**config.mk**
```make
export PLATFORM = sky130hd
export DESIGN_NAME = poly_eval_arbiter_flat
export DESIGN_NICKNAME = d
export VERILOG_FILES = /design/src/rtl/poly_eval_arbiter_if.sv /design/src/rtl/poly_eval_arbiter.sv /design/src/flat_wrapper.sv
export SDC_FILE = /design/constraint.sdc
export NUM_CORES = 1
export LEC_CHECK = 0
export CAP_MARGIN = 20
export CORE_ASPECT_RATIO = 0.5
export CORE_MARGIN = 2
export CORE_UTILIZATION = 56
export DETAILED_ROUTE_END_ITERATION = 8
export MAX_ROUTING_LAYER = met4
export PLACE_DENSITY = 0.86
export SETUP_SLACK_MARGIN = 0.5
export SLEW_MARGIN = 10
export SYNTH_ARGS = -nofsm -noshare
export SYNTH_HDL_FRONTEND = slang
export SYNTH_SLANG_ARGS = --single-unit
```
**constraint.sdc**
```tcl
create_clock -name clk -period 15 [get_ports clk]
set_clock_uncertainty 0.05 [all_clocks]
set_input_delay 3.75 -clock clk [delete_from_list [all_inputs] [get_ports clk]]
set_output_delay 3.75 -clock clk [all_outputs]
set_load 0.02 [all_outputs]
```
**src/rtl/poly_eval_arbiter_if.sv**
```systemverilog
// Request/ack and result bundle between two requesters and poly_eval_arbiter.
// master = requester side, slave = evaluator side.
interface poly_eval_arbiter_if #(
    parameter int WIDTH = 8
);
    logic                 req0;
    logic [4*WIDTH-1:0]   op0;
    logic                 ack0;
    logic                 req1;
    logic [4*WIDTH-1:0]   op1;
    logic                 ack1;
    logic                 busy;
    logic [WIDTH-1:0]     result;
    logic                 result_valid;
    logic                 result_id;

    modport master (
        output req0, op0, req1, op1,
        input  ack0, ack1, busy, result, result_valid, result_id
    );

    modport slave (
        input  req0, op0, req1, op1,
        output ack0, ack1, busy, result, result_valid, result_id
    );
endinterface

```
**src/rtl/poly_eval_arbiter.sv**
```systemverilog
// Round-robin front end for one shared add/multiply ALU that evaluates
// A*x*x + B*x + C in Horner form over four cycles, mod 2^WIDTH.
module poly_eval_arbiter #(
    parameter int WIDTH = 8
) (
    input logic                clk,
    input logic                reset,
    poly_eval_arbiter_if.slave bus
);
    typedef enum logic [2:0] {
        IDLE,
        CYC0,
        CYC1,
        CYC2,
        CYC3
    } state_t;

    state_t             state;
    logic [WIDTH-1:0]   a;
    logic [WIDTH-1:0]   b;
    logic [WIDTH-1:0]   c;
    logic [WIDTH-1:0]   x;
    logic [WIDTH-1:0]   acc;
    logic [WIDTH-1:0]   result;
    logic               last_id;
    logic               id;
    logic               result_id;
    logic               result_valid;
    logic               ack0;
    logic               ack1;

    logic               grant_valid;
    logic               grant_id;
    logic [4*WIDTH-1:0] grant_op;

    logic [WIDTH-1:0]   alu_x;
    logic [WIDTH-1:0]   alu_y;
    logic               alu_mul;
    logic [WIDTH-1:0]   alu_prod;
    logic [WIDTH-1:0]   alu_out;

    // On a tie the requester that was not served last wins.
    always_comb begin
        grant_valid = bus.req0 | bus.req1;
        grant_id    = (bus.req0 && bus.req1) ? ~last_id : bus.req1;
        grant_op    = grant_id ? bus.op1 : bus.op0;
    end

    // The single ALU: operand selection per Horner step.
    always_comb begin
        alu_x   = acc;
        alu_y   = b;
        alu_mul = 1'b0;
        unique case (state)
            CYC0: begin
                alu_x   = a;
                alu_y   = x;
                alu_mul = 1'b1;
            end
            CYC1: begin
                alu_x = acc;
                alu_y = b;
            end
            CYC2: begin
                alu_x   = acc;
                alu_y   = x;
                alu_mul = 1'b1;
            end
            CYC3: begin
                alu_x = acc;
                alu_y = c;
            end
            default: begin
                alu_x = acc;
                alu_y = b;
            end
        endcase
        alu_prod = alu_x * alu_y;
        alu_out  = alu_mul ? alu_prod : alu_x + alu_y;
    end

    always_ff @(posedge clk) begin
        if (reset) begin
            state        <= IDLE;
            a            <= '0;
            b            <= '0;
            c            <= '0;
            x            <= '0;
            acc          <= '0;
            result       <= '0;
            result_id    <= 1'b0;
            result_valid <= 1'b0;
            id           <= 1'b0;
            last_id      <= 1'b1;
            ack0         <= 1'b0;
            ack1         <= 1'b0;
        end else begin
            ack0         <= 1'b0;
            ack1         <= 1'b0;
            result_valid <= 1'b0;
            unique case (state)
                IDLE: begin
                    if (grant_valid) begin
                        a       <= grant_op[4*WIDTH-1 -: WIDTH];
                        b       <= grant_op[3*WIDTH-1 -: WIDTH];
                        c       <= grant_op[2*WIDTH-1 -: WIDTH];
                        x       <= grant_op[WIDTH-1 -: WIDTH];
                        last_id <= grant_id;
                        id      <= grant_id;
                        ack0    <= ~grant_id;
                        ack1    <= grant_id;
                        state   <= CYC0;
                    end
                end
                CYC0: begin
                    acc   <= alu_out;
                    state <= CYC1;
                end
                CYC1: begin
                    acc   <= alu_out;
                    state <= CYC2;
                end
                CYC2: begin
                    acc   <= alu_out;
                    state <= CYC3;
                end
                CYC3: begin
                    result       <= alu_out;
                    result_id    <= id;
                    result_valid <= 1'b1;
                    state        <= IDLE;
                end
                default: state <= IDLE;
            endcase
        end
    end

    assign bus.ack0         = ack0;
    assign bus.ack1         = ack1;
    assign bus.busy         = (state != IDLE);
    assign bus.result       = result;
    assign bus.result_valid = result_valid;
    assign bus.result_id    = result_id;
endmodule

```
**src/flat_wrapper.sv**
```systemverilog
// flat-port wrapper written by rule: the top's interface ports become plain ports
module poly_eval_arbiter_flat 
#(
    parameter int WIDTH = 8
)
  (clk, reset, bus_req0, bus_op0, bus_req1, bus_op1, bus_ack0, bus_ack1, bus_busy, bus_result, bus_result_valid, bus_result_id);
  poly_eval_arbiter_if #(.WIDTH(WIDTH)) bus_i ();
  input logic clk;
  input logic reset;
  input wire logic [$bits(bus_i.req0)-1:0] bus_req0;
  input wire logic [$bits(bus_i.op0)-1:0] bus_op0;
  input wire logic [$bits(bus_i.req1)-1:0] bus_req1;
  input wire logic [$bits(bus_i.op1)-1:0] bus_op1;
  output wire logic [$bits(bus_i.ack0)-1:0] bus_ack0;
  output wire logic [$bits(bus_i.ack1)-1:0] bus_ack1;
  output wire logic [$bits(bus_i.busy)-1:0] bus_busy;
  output wire logic [$bits(bus_i.result)-1:0] bus_result;
  output wire logic [$bits(bus_i.result_valid)-1:0] bus_result_valid;
  output wire logic [$bits(bus_i.result_id)-1:0] bus_result_id;
  assign bus_i.req0 = bus_req0;
  assign bus_i.op0 = bus_op0;
  assign bus_i.req1 = bus_req1;
  assign bus_i.op1 = bus_op1;
  assign bus_ack0 = bus_i.ack0;
  assign bus_ack1 = bus_i.ack1;
  assign bus_busy = bus_i.busy;
  assign bus_result = bus_i.result;
  assign bus_result_valid = bus_i.result_valid;
  assign bus_result_id = bus_i.result_id;
  poly_eval_arbiter #(.WIDTH(WIDTH)) u_core (.clk(clk), .reset(reset), .bus(bus_i));
endmodule
```
==> Yosys cells after proc, flatten, opt, wreduce, memory -nomap -nowiden <==
Cells that the tools add are included.
{ "op_classes": {"add_sub_neg": 1, "n_eq_ne": 5, "bitwise": 5, "multipliers": 1, "muxes": 9, "n_reduce_logical": 7} }
{ "op_table": {"columns": ["cell", "count"], "rows": [
  ["$mux 32", 1],
  ["$mux 8", 2],
  ["$pmux 8 s2", 1],
  ["$pmux 3 s4", 1],
  ["$add 8x8->8", 1],
  ["$mul 8x8->8", 1],
  ["$eq 3x2->1 const B", 2],
  ["$reduce_or 3->1", 2],
  ["$not 1->1", 4],
  ["$eq 3x1->1 const B", 1],
  ["$eq 3x3->1 const B", 1],
  ["$logic_not 3->1", 1],
  ["$mux 1", 3],
  ["$mux 3", 1],
  ["$reduce_bool 3->1", 1],
  ["$ne 2x1->1 const B", 1],
  ["$reduce_and 2->1", 1],
  ["$reduce_or 2->1", 1],
  ["$logic_and 1x1->1", 1],
  ["$or 1x1->1", 1]
]} }
{ "word_totals": {"in_bits": 68, "word_cells": 41, "output_inout_bits": 13, "register_bits": 57} }

==> Longest topological paths before layout <==
Gate-level depths: netlist (run 1).
{ "logic_depth": {"ltp_word": 5, "depth_mapped": 22} }

==> Worst setup path after synthesis (run 1) <==
Ideal clock, no wire load.
{ "synth_path": {"kind": "in2reg", "from": "input bus_req1", "to": "register u_core.a[3]", "arrival_ns": 4.944, "setup_ns": 0.137, "t_required_ns": 14.813, "setup_slack_ns": 9.868, "cell_stages": 5, "cell_sequence": "a21boi_0 > clkbuf_1 > clkbuf_1 > mux2i_1 > a211oi_1"} }
{ "synth_via": {"elab_chain_len": 3, "word_cells_on_any_way": 5, "cone_classes": "mux (2); bitwise (1); reduce/logical (2)"} }
{ "synth_rtl": {"columns": ["item", "line_no", "source"], "rows": [
  ["start, declared", "flat_wrapper.sv:12", "input wire logic [$bits(bus_i.req1)-1:0] bus_req1;"],
  ["$logic_and 1x1->1", "poly_eval_arbiter.sv:45", "grant_id = (bus.req0 && bus.req1) ? ~last_id : bus.req1;"],
  ["$mux 1", "poly_eval_arbiter.sv:45", null],
  ["$mux 32", "poly_eval_arbiter.sv:46", "grant_op = grant_id ? bus.op1 : bus.op0;"],
  ["end signal, assigned", "poly_eval_arbiter.sv:104", "a <= grant_op[4*WIDTH-1 -: WIDTH];"],
  ["end, declared", "poly_eval_arbiter.sv:19", "logic [WIDTH-1:0] a;"]
]} }
Several ways; a longest one is shown, not always the timed one.
A chain may end at the register's enable or synchronous reset.

==> Final worst setup path (run 1) <==
{ "layout_path": {"from": "register u_core.state[0]", "to": "output bus_busy"} }
{ "layout_via": {"elab_chain_len": 1} }
{ "layout_rtl": {"columns": ["item", "line_no", "source"], "rows": [
  ["start, declared", "poly_eval_arbiter.sv:18", "state_t state;"],
  ["start signal, assigned", "poly_eval_arbiter.sv:84", "state <= IDLE;"],
  ["start signal, assigned", "poly_eval_arbiter.sv:112", "state <= CYC0;"],
  ["start signal, assigned", "poly_eval_arbiter.sv:117", "state <= CYC1;"],
  ["$reduce_bool 3->1", "poly_eval_arbiter.sv:140", "assign bus.busy = (state != IDLE);"],
  ["end, declared", "flat_wrapper.sv:16", "output wire logic [$bits(bus_i.busy)-1:0] bus_busy;"]
]} }
Every way passes these cells.

==> results of run 1 <==
final cells by class:
| cell class | instances | area, um2 | share of cell area |
|---|---|---|---|
| multi-input cells | 317 | 2450 | 0.487 |
| flip-flops and latches | 57 | 1140 | 0.227 |
| repair buffers | 84 | 826 | 0.164 |
| clock buffers | 11 | 233 | 0.0463 |
| inverters | 47 | 181 | 0.0361 |
| well taps | 92 | 115 | 0.0229 |
| clock inverters | 5 | 80.1 | 0.0159 |
routing by layer:
metal | vias to the layer above | part of all wire | track usage
met1 | 1585 | 0.45 | 0.334
met3 | 19 | 0.059 | 0.0684
met2 | 100 | 0.48 | 0.450
met4 | 0 | 0.017 | 0.0776
li1 | 1664 | - | -
met5 | - | 0 | -
state kept, by name (all words and copies together), names as in the netlist:
signal and flops:
u_core.a 8, u_core.bus.result 8, u_core.bus.ack0 1, u_core.b 8
u_core.last_id 1, u_core.x 8, u_core.c 8, u_core.id 1
u_core.bus.result_id 1, u_core.bus.ack1 1, u_core.bus.result_valid 1, u_core.state 3
u_core.acc 8
cell usage in the layout, fill, tap and decap left out, drive strengths merged:
master and instances:
a31o 1, nor2 78, clkinv 2, clkbuf 11
buf 5, a221o 4, and2 2, ha 23
o21a 1, a21boi 1, nor4b 4, xnor2 18
mux2i 49, xnor3 2, xor2 2, a21oi 20
and3 3, a21o 5, or2 2, nor3 3
nor2b 8, inv 46, o21bai 1, nor3b 1
clkinvlp 2, nand2 20, nor4 1, o21ai 4
clkdlybuf4s50 79, fa 13, dfxtp 57, mux2 2
bufinv 2, o31ai 1, a211oi 48
through the flow:
step | power [W] | hold slack (ns)
after detailed placement | 0.000409 | 0.398
after global routing | 0.000667 | 0.436
after CTS | 0.000625 | 0.407
after global placement | 0.000401 | 0.395
after floorplan | 0.000347 | 0.382
final | 0.000629 | 0.407
how the worst max path moves through the flow:
| stage | start | to | slack (ns) | depth (start not counted) |
|---|---|---|---|---|
| global route | u_core.state[0]$_SDFFE_PP0P_ | u_core.acc[7]$_SDFFE_PP0P_ | 8.33 | 20 |
| floorplan | bus_req1 | u_core.a[3]$_SDFFE_PP0P_ | 9.87 | 5 |
| detailed placement | u_core.state[0]$_SDFFE_PP0P_ | u_core.acc[7]$_SDFFE_PP0P_ | 8.79 | 20 |
| global placement | u_core.state[0]$_SDFFE_PP0P_ | u_core.acc[7]$_SDFFE_PP0P_ | 8.99 | 20 |
| CTS | u_core.state[0]$_SDFFE_PP0P_ | bus_busy | 8.69 | 4 |
| finish | u_core.state[0]$_SDFFE_PP0P_ | bus_busy | 8.62 | 4 |
where the power goes:
group          total, W  leakage [nW]  internal, W  switching, W
logic          0.000226          1.56    0.0000987      0.000127
clock network  0.000214         0.146     0.000145     0.0000695
registers      0.000188         0.470     0.000172     0.0000161
total          0.000629          2.17     0.000416      0.000213
critical path, cell delays in order (launching register included):
cell and delay [ns]:
dfxtp_1 0.89, or2_0 0.38, nor2_1 0.15, inv_1 0.17, clkdlybuf4s50_1 0.65
logic make-up (layout without fill, tap and decap cells):
group                    Yosys count  in the layout  synth area share
multiplexers                      51             51             0.133
adder cells (fa/ha/maj)           36             36             0.141
AO/OA/AOI/OAI                     86             86             0.156
flip-flops                        57             57             0.294
buffers and inverters             73            147            0.0799
XOR/XNOR                          22             22            0.0567
AND/OR/NAND/NOR                  122            122             0.139
==> run_results.csv, run 1 <==
group,metric,value,unit
synthesis,synth_top_area_share,0.294,
synthesis,synth_common_cells,"nor2_1, dfxtp_1, mux2i_1, a211oi_1, inv_1",
floorplanning,die_h,62.9,um
floorplanning,die-area,7660,um2
critical_path,crit_fanout,21,
clock_tree,cts_root_buf,"clkbuf_16",
timing,relSlewSlack,0.347,
final_layout,postLayoutCellArea,5030,um2
place,place_inst,595,
global_route,grt_pass1_vias,3337,
floorplanning,start_util,0.579,
critical_path,r2r_end,"u_core.acc[7]$_SDFFE_PP0P_",
timing,period_minus_slack,6.38,ns
critical_path,reg2reg_depth,20,
clock_tree,cts_resized,0,
synthesis,ys_types,40,
timing,drv_slew,0,
clock_tree,cts_tree,"done",
clock_tree,postCtsSetupBuffers,0,
critical_path,critPathKind,"reg -> out",
job,drv_cap,0,
min_path,hp-start,"u_core.bus.result[6]$_SDFFE_PP0N_",
timing,period_share,0.425,
global_route,grt_max_degree,65,
final_layout,stdcell_count,613,
final_layout,fin_nets,620,
synthesis,synth_edf_count,0,
drt,post-route-drc-count,0,
synthesis,syn-cell-area,3880,um2
global_route,grt_overflow,0,
floorplanning,coreArea,6700,um2
pwr,cellPowerDensity,125,nW/um2
critical_path,r2r_slack,8.76,ns
floorplanning,num_rows,21,
pwr,ir_worst_vdd,0.0523,mV
clock_tree,cts.clk_slew.worst_paths,0.05,ns
drt,viasPerCell,5.49,
floorplanning,die_w,122,um
synthesis,netlist_instances,447,
synthesis,async_flop_share,0,
synthesis,ys_ff_latch,57,
timing,final_hold_viol_count,0,
synthesis,avgSynthCellArea,8.69,um2
global_route,antenna_found_initial,0,
timing,final-setup-viol-count,0,
timing,tns,0,ns
min_path,min_path_type,"reg -> reg",
place,dp_hpwl,6.89,mm
timing,fin_ws,8.62,ns
min_path,hold-path-endpoint,"u_core.bus.result[6]$_SDFFE_PP0N_",
synthesis,synth_area_leaders,"dfxtp_1, mux2i_1, a211oi_1",
timing,rsz0062_at_grt,"false",
min_path,whs_path_depth,2,
final_layout,area_delta_synth_final,29.5,%
critical_path,crit_path_start_kind,"register",
place,pre_cts_slack,8.79,ns
pwr,p_leak,2.17,nW
drt,dr.pass1.iters,5,
outcome,status,"completed",
drt,routed_wl,9.59,mm
place,placed_area,4700,um2
synthesis,synth_most_common_cell,"nor2_1",
drt,drtAntennaViolNets,0,
clock_tree,cts.htree.levels,3,
clock_tree,cts_hold_buf,0,
synthesis,synth_nets,551,
global_route,grt_usage,0.273,
clock_tree,clock-sinks,57,
timing,tightest_slew,0.980,ns
final_layout,layout-drive-gt1-share,0.0595,
floorplanning,boundaryPins,81,
clock_tree,clock_latency,0.33,ns
final_layout,n_antenna_cell,0,
critical_path,reg2reg_from,"u_core.state[0]$_SDFFE_PP0P_",
critical_path,required,11.20,ns
critical_path,worst_setup_path_end_kind,"output port",
synthesis,synth_largest_area_cell,"dfxtp_1",
drt,avgRoutedWirePerCell,15.6,um
drt,num_vias,3368,
synthesis,synth_sequential_area_ratio,0.294,
place,gp_congestion,0.961,
place,io_buffers,80,
synthesis,synthFlopType,"dfxtp_1",
final_layout,utilization,0.750,
critical_path,arrival,2.58,ns
final_layout,num-fill-cells,490,
clock_tree,cts_buffer_depth,2,
clock_tree,cts_buffers,9,
global_route,grt_pass1_wl,15.7,mm
synthesis,yosys_warnings,0,
drt,drt-initial-drc-count,204,
timing,fmax,157,MHz
Power figures use the tool's default switching activity.
==> inputs of run 2 (changes only) <==
CORE_UTILIZATION = 47   (was 56)
PLACE_DENSITY = 0.77   (was 0.86)
clock period = 5.5 ns   (was 15 ns; I/O delays follow)
==> run 2 against run 1 <==
Compared with the run above: wire length is 6.0% higher; die area is 18% higher; critical path depth is 17 higher; core utilization is 8.6 points lower; final area is 5.8% higher; combinational power grew to 3.0 times the previous value; register-to-register slack worse by 8.1 ns; flip-flop and latch count stayed put; largest cell class unchanged; highest routed layer unchanged.
==> run_results.csv, run 2 (same netlist as run 1, synthesis figures left out) <==
group,metric,value,unit
clock_tree,cts_buffer_depth,2,
global_route,grt_max_degree,55,
job,drv_cap,0,
timing,drv_slew,0,
critical_path,worst_setup_path_end_kind,"register",
critical_path,cp_cell_sequence,"buf_4 > or2_1 > a221o_1 > inv_2 > ha_4 > inv_1 > fa_2 > inv_2 > fa_1 > ha_1 > inv_1 > fa_1 > inv_1 > ha_4 > a21o_1 > a21oi_4 > xnor2_2 > xnor3_1 > xnor3_1 > a21oi_2 > a211oi_2",
clock_tree,cts_tree,"done",
drt,avgRoutedWirePerCell,15.6,um
final_layout,register_area,1150,um2
clock_tree,cts_hold_buf,0,
pwr,p_switching,0.000602,W
final_layout,final_common_cell,"clkdlybuf4s50_1",
floorplanning,boundaryPins,81,
final_layout,num-fill-cells,671,
drt,drtAntennaViolNets,0,
critical_path,slowest_stage,"fa_1",
timing,rsz0062_at_grt,"false",
critical_path,crit_top_cell,"inv_1",
timing,fmax,207,MHz
floorplanning,coreArea,8000,um2
critical_path,arrival,5.01,ns
clock_tree,cts.clk_slew.worst_paths,0.05,ns
critical_path,crit_path_start_kind,"register",
floorplanning,start_util,0.485,
clock_tree,clock_latency,0.33,ns
final_layout,postLayoutCellArea,5320,um2
critical_path,crit_family,"adder cells",
global_route,grt_usage,0.237,
drt,num_vias,3381,
pwr,ir_worst_vdd,0.154,mV
critical_path,critPathKind,"reg -> reg",
clock_tree,cts_root_buf,"clkbuf_16",
drt,dr.pass1.iters,4,
drt,routed_wl,10.2,mm
final_layout,layout-drive-gt1-share,0.130,
clock_tree,clock-sinks,57,
place,io_buffers,80,
timing,period_minus_slack,4.82,ns
place,gp_congestion,1.01,
final_layout,n_antenna_cell,0,
floorplanning,die_h,68.3,um
clock_tree,cts.htree.levels,3,
critical_path,cpPeakStageDelay,0.52,ns
final_layout,final_cell_mix,"clkdlybuf4s50_1, nor2_1, dfxtp_1",
drt,post-route-drc-count,0,
floorplanning,num_rows,23,
place,placed_area,4810,um2
timing,final_hold_viol_count,0,
global_route,grt_pass1_wl,16.2,mm
final_layout,fin_nets,639,
floorplanning,die-area,9050,um2
pwr,internal_power,0.00119,W
min_path,min_path_type,"reg -> reg",
pwr,p_total,0.00180,W
pwr,pwr-share-seq,0.287,
pwr,swShare,0.335,
drt,viasPerCell,5.19,
clock_tree,cts_buffers,9,
pwr,cellPowerDensity,338,nW/um2
place,dp_hpwl,7.43,mm
place,place_inst,626,
timing,final-setup-viol-count,0,
final_layout,multi_input_area,2550,um2
global_route,antenna_found_initial,0,
pwr,p_leak,2.29,nW
global_route,grt_overflow,0,
drt,drt-initial-drc-count,226,
final_layout,utilization,0.665,
timing,tns,0,ns
final_layout,stdcell_count,652,
final_layout,area_delta_synth_final,36.9,%
critical_path,crit_buf_inv,6,
global_route,grt_pass1_vias,3322,
floorplanning,die_w,133,um
timing,period_share,0.876,
timing,tightest_slew,1.03,ns
timing,relSlewSlack,0.313,
pwr,p_comb_frac,0.379,
critical_path,crit_fanout,6,
pwr,power.share.clock,0.334,
outcome,status,"completed",
critical_path,required,5.69,ns
[run 2: worst min-delay path, stage by stage, from the launching register on]
cell     delay [ns]
dfxtp_1        0.30
nand2_1        0.05
a21oi_1        0.05
[run 2: path summary, 6_finish.rpt]
path,cells past startpoint,slack [ns],from,to
worst max-delay path,21,0.68,u_core.state[0]$_SDFFE_PP0P_,u_core.acc[7]$_SDFFE_PP0P_
worst min-delay path,2,0.41,u_core.bus.result_id$_SDFFE_PP0N_,u_core.bus.result_id$_SDFFE_PP0N_
worst max register to register,21,0.68,u_core.state[0]$_SDFFE_PP0P_,u_core.acc[7]$_SDFFE_PP0P_
worst min register to register,2,0.41,u_core.bus.result_id$_SDFFE_PP0N_,u_core.bus.result_id$_SDFFE_PP0N_
[run 2: per-layer routing]
layer / vias up / global-route usage / share of wire
li1: 1704 / - / -
met1: 1567 / 0.288 / 0.45
met2: 84 / 0.402 / 0.47
met3: 26 / 0.0452 / 0.050
met4: 0 / 0.0927 / 0.023
met5: - / - / 0
[run 2: area by class of cell]
class	count	share of cell area
multi-input combinational	317	0.480
sequential	57	0.216
timing repair buffer	103	0.184
clock buffer	11	0.0457
inverter	47	0.0341
tap	112	0.0264
clock inverter	5	0.0148
[run 2: repair_timing]
item / in CTS / in global routing
pin swaps: 3 / 12
resized for setup: 7 / 19
setup endpoints to repair: 1 / 1
gates cloned: 0 / 0
setup buffers: 1 / 8
[run 2: metrics by stage]
step / worst slack [ns] / hold slack (ns)
after floorplan: 0.520 / 0.382
after global placement: 0.294 / 0.395
after detailed placement: 0.252 / 0.398
after CTS: 0.514 / 0.404
after global routing: 0.502 / 0.434
final: 0.680 / 0.405
[run 2: power groups by stage]
stage	Sequential, W	Clock, W	Combinational [W]
after floorplan	0.000502	0	0.000445
after global placement	0.000520	0	0.000602
after detailed placement	0.000519	0	0.000615
after CTS	0.000513	0.000607	0.000628
after global routing	0.000522	0.000629	0.000758
final	0.000515	0.000600	0.000681
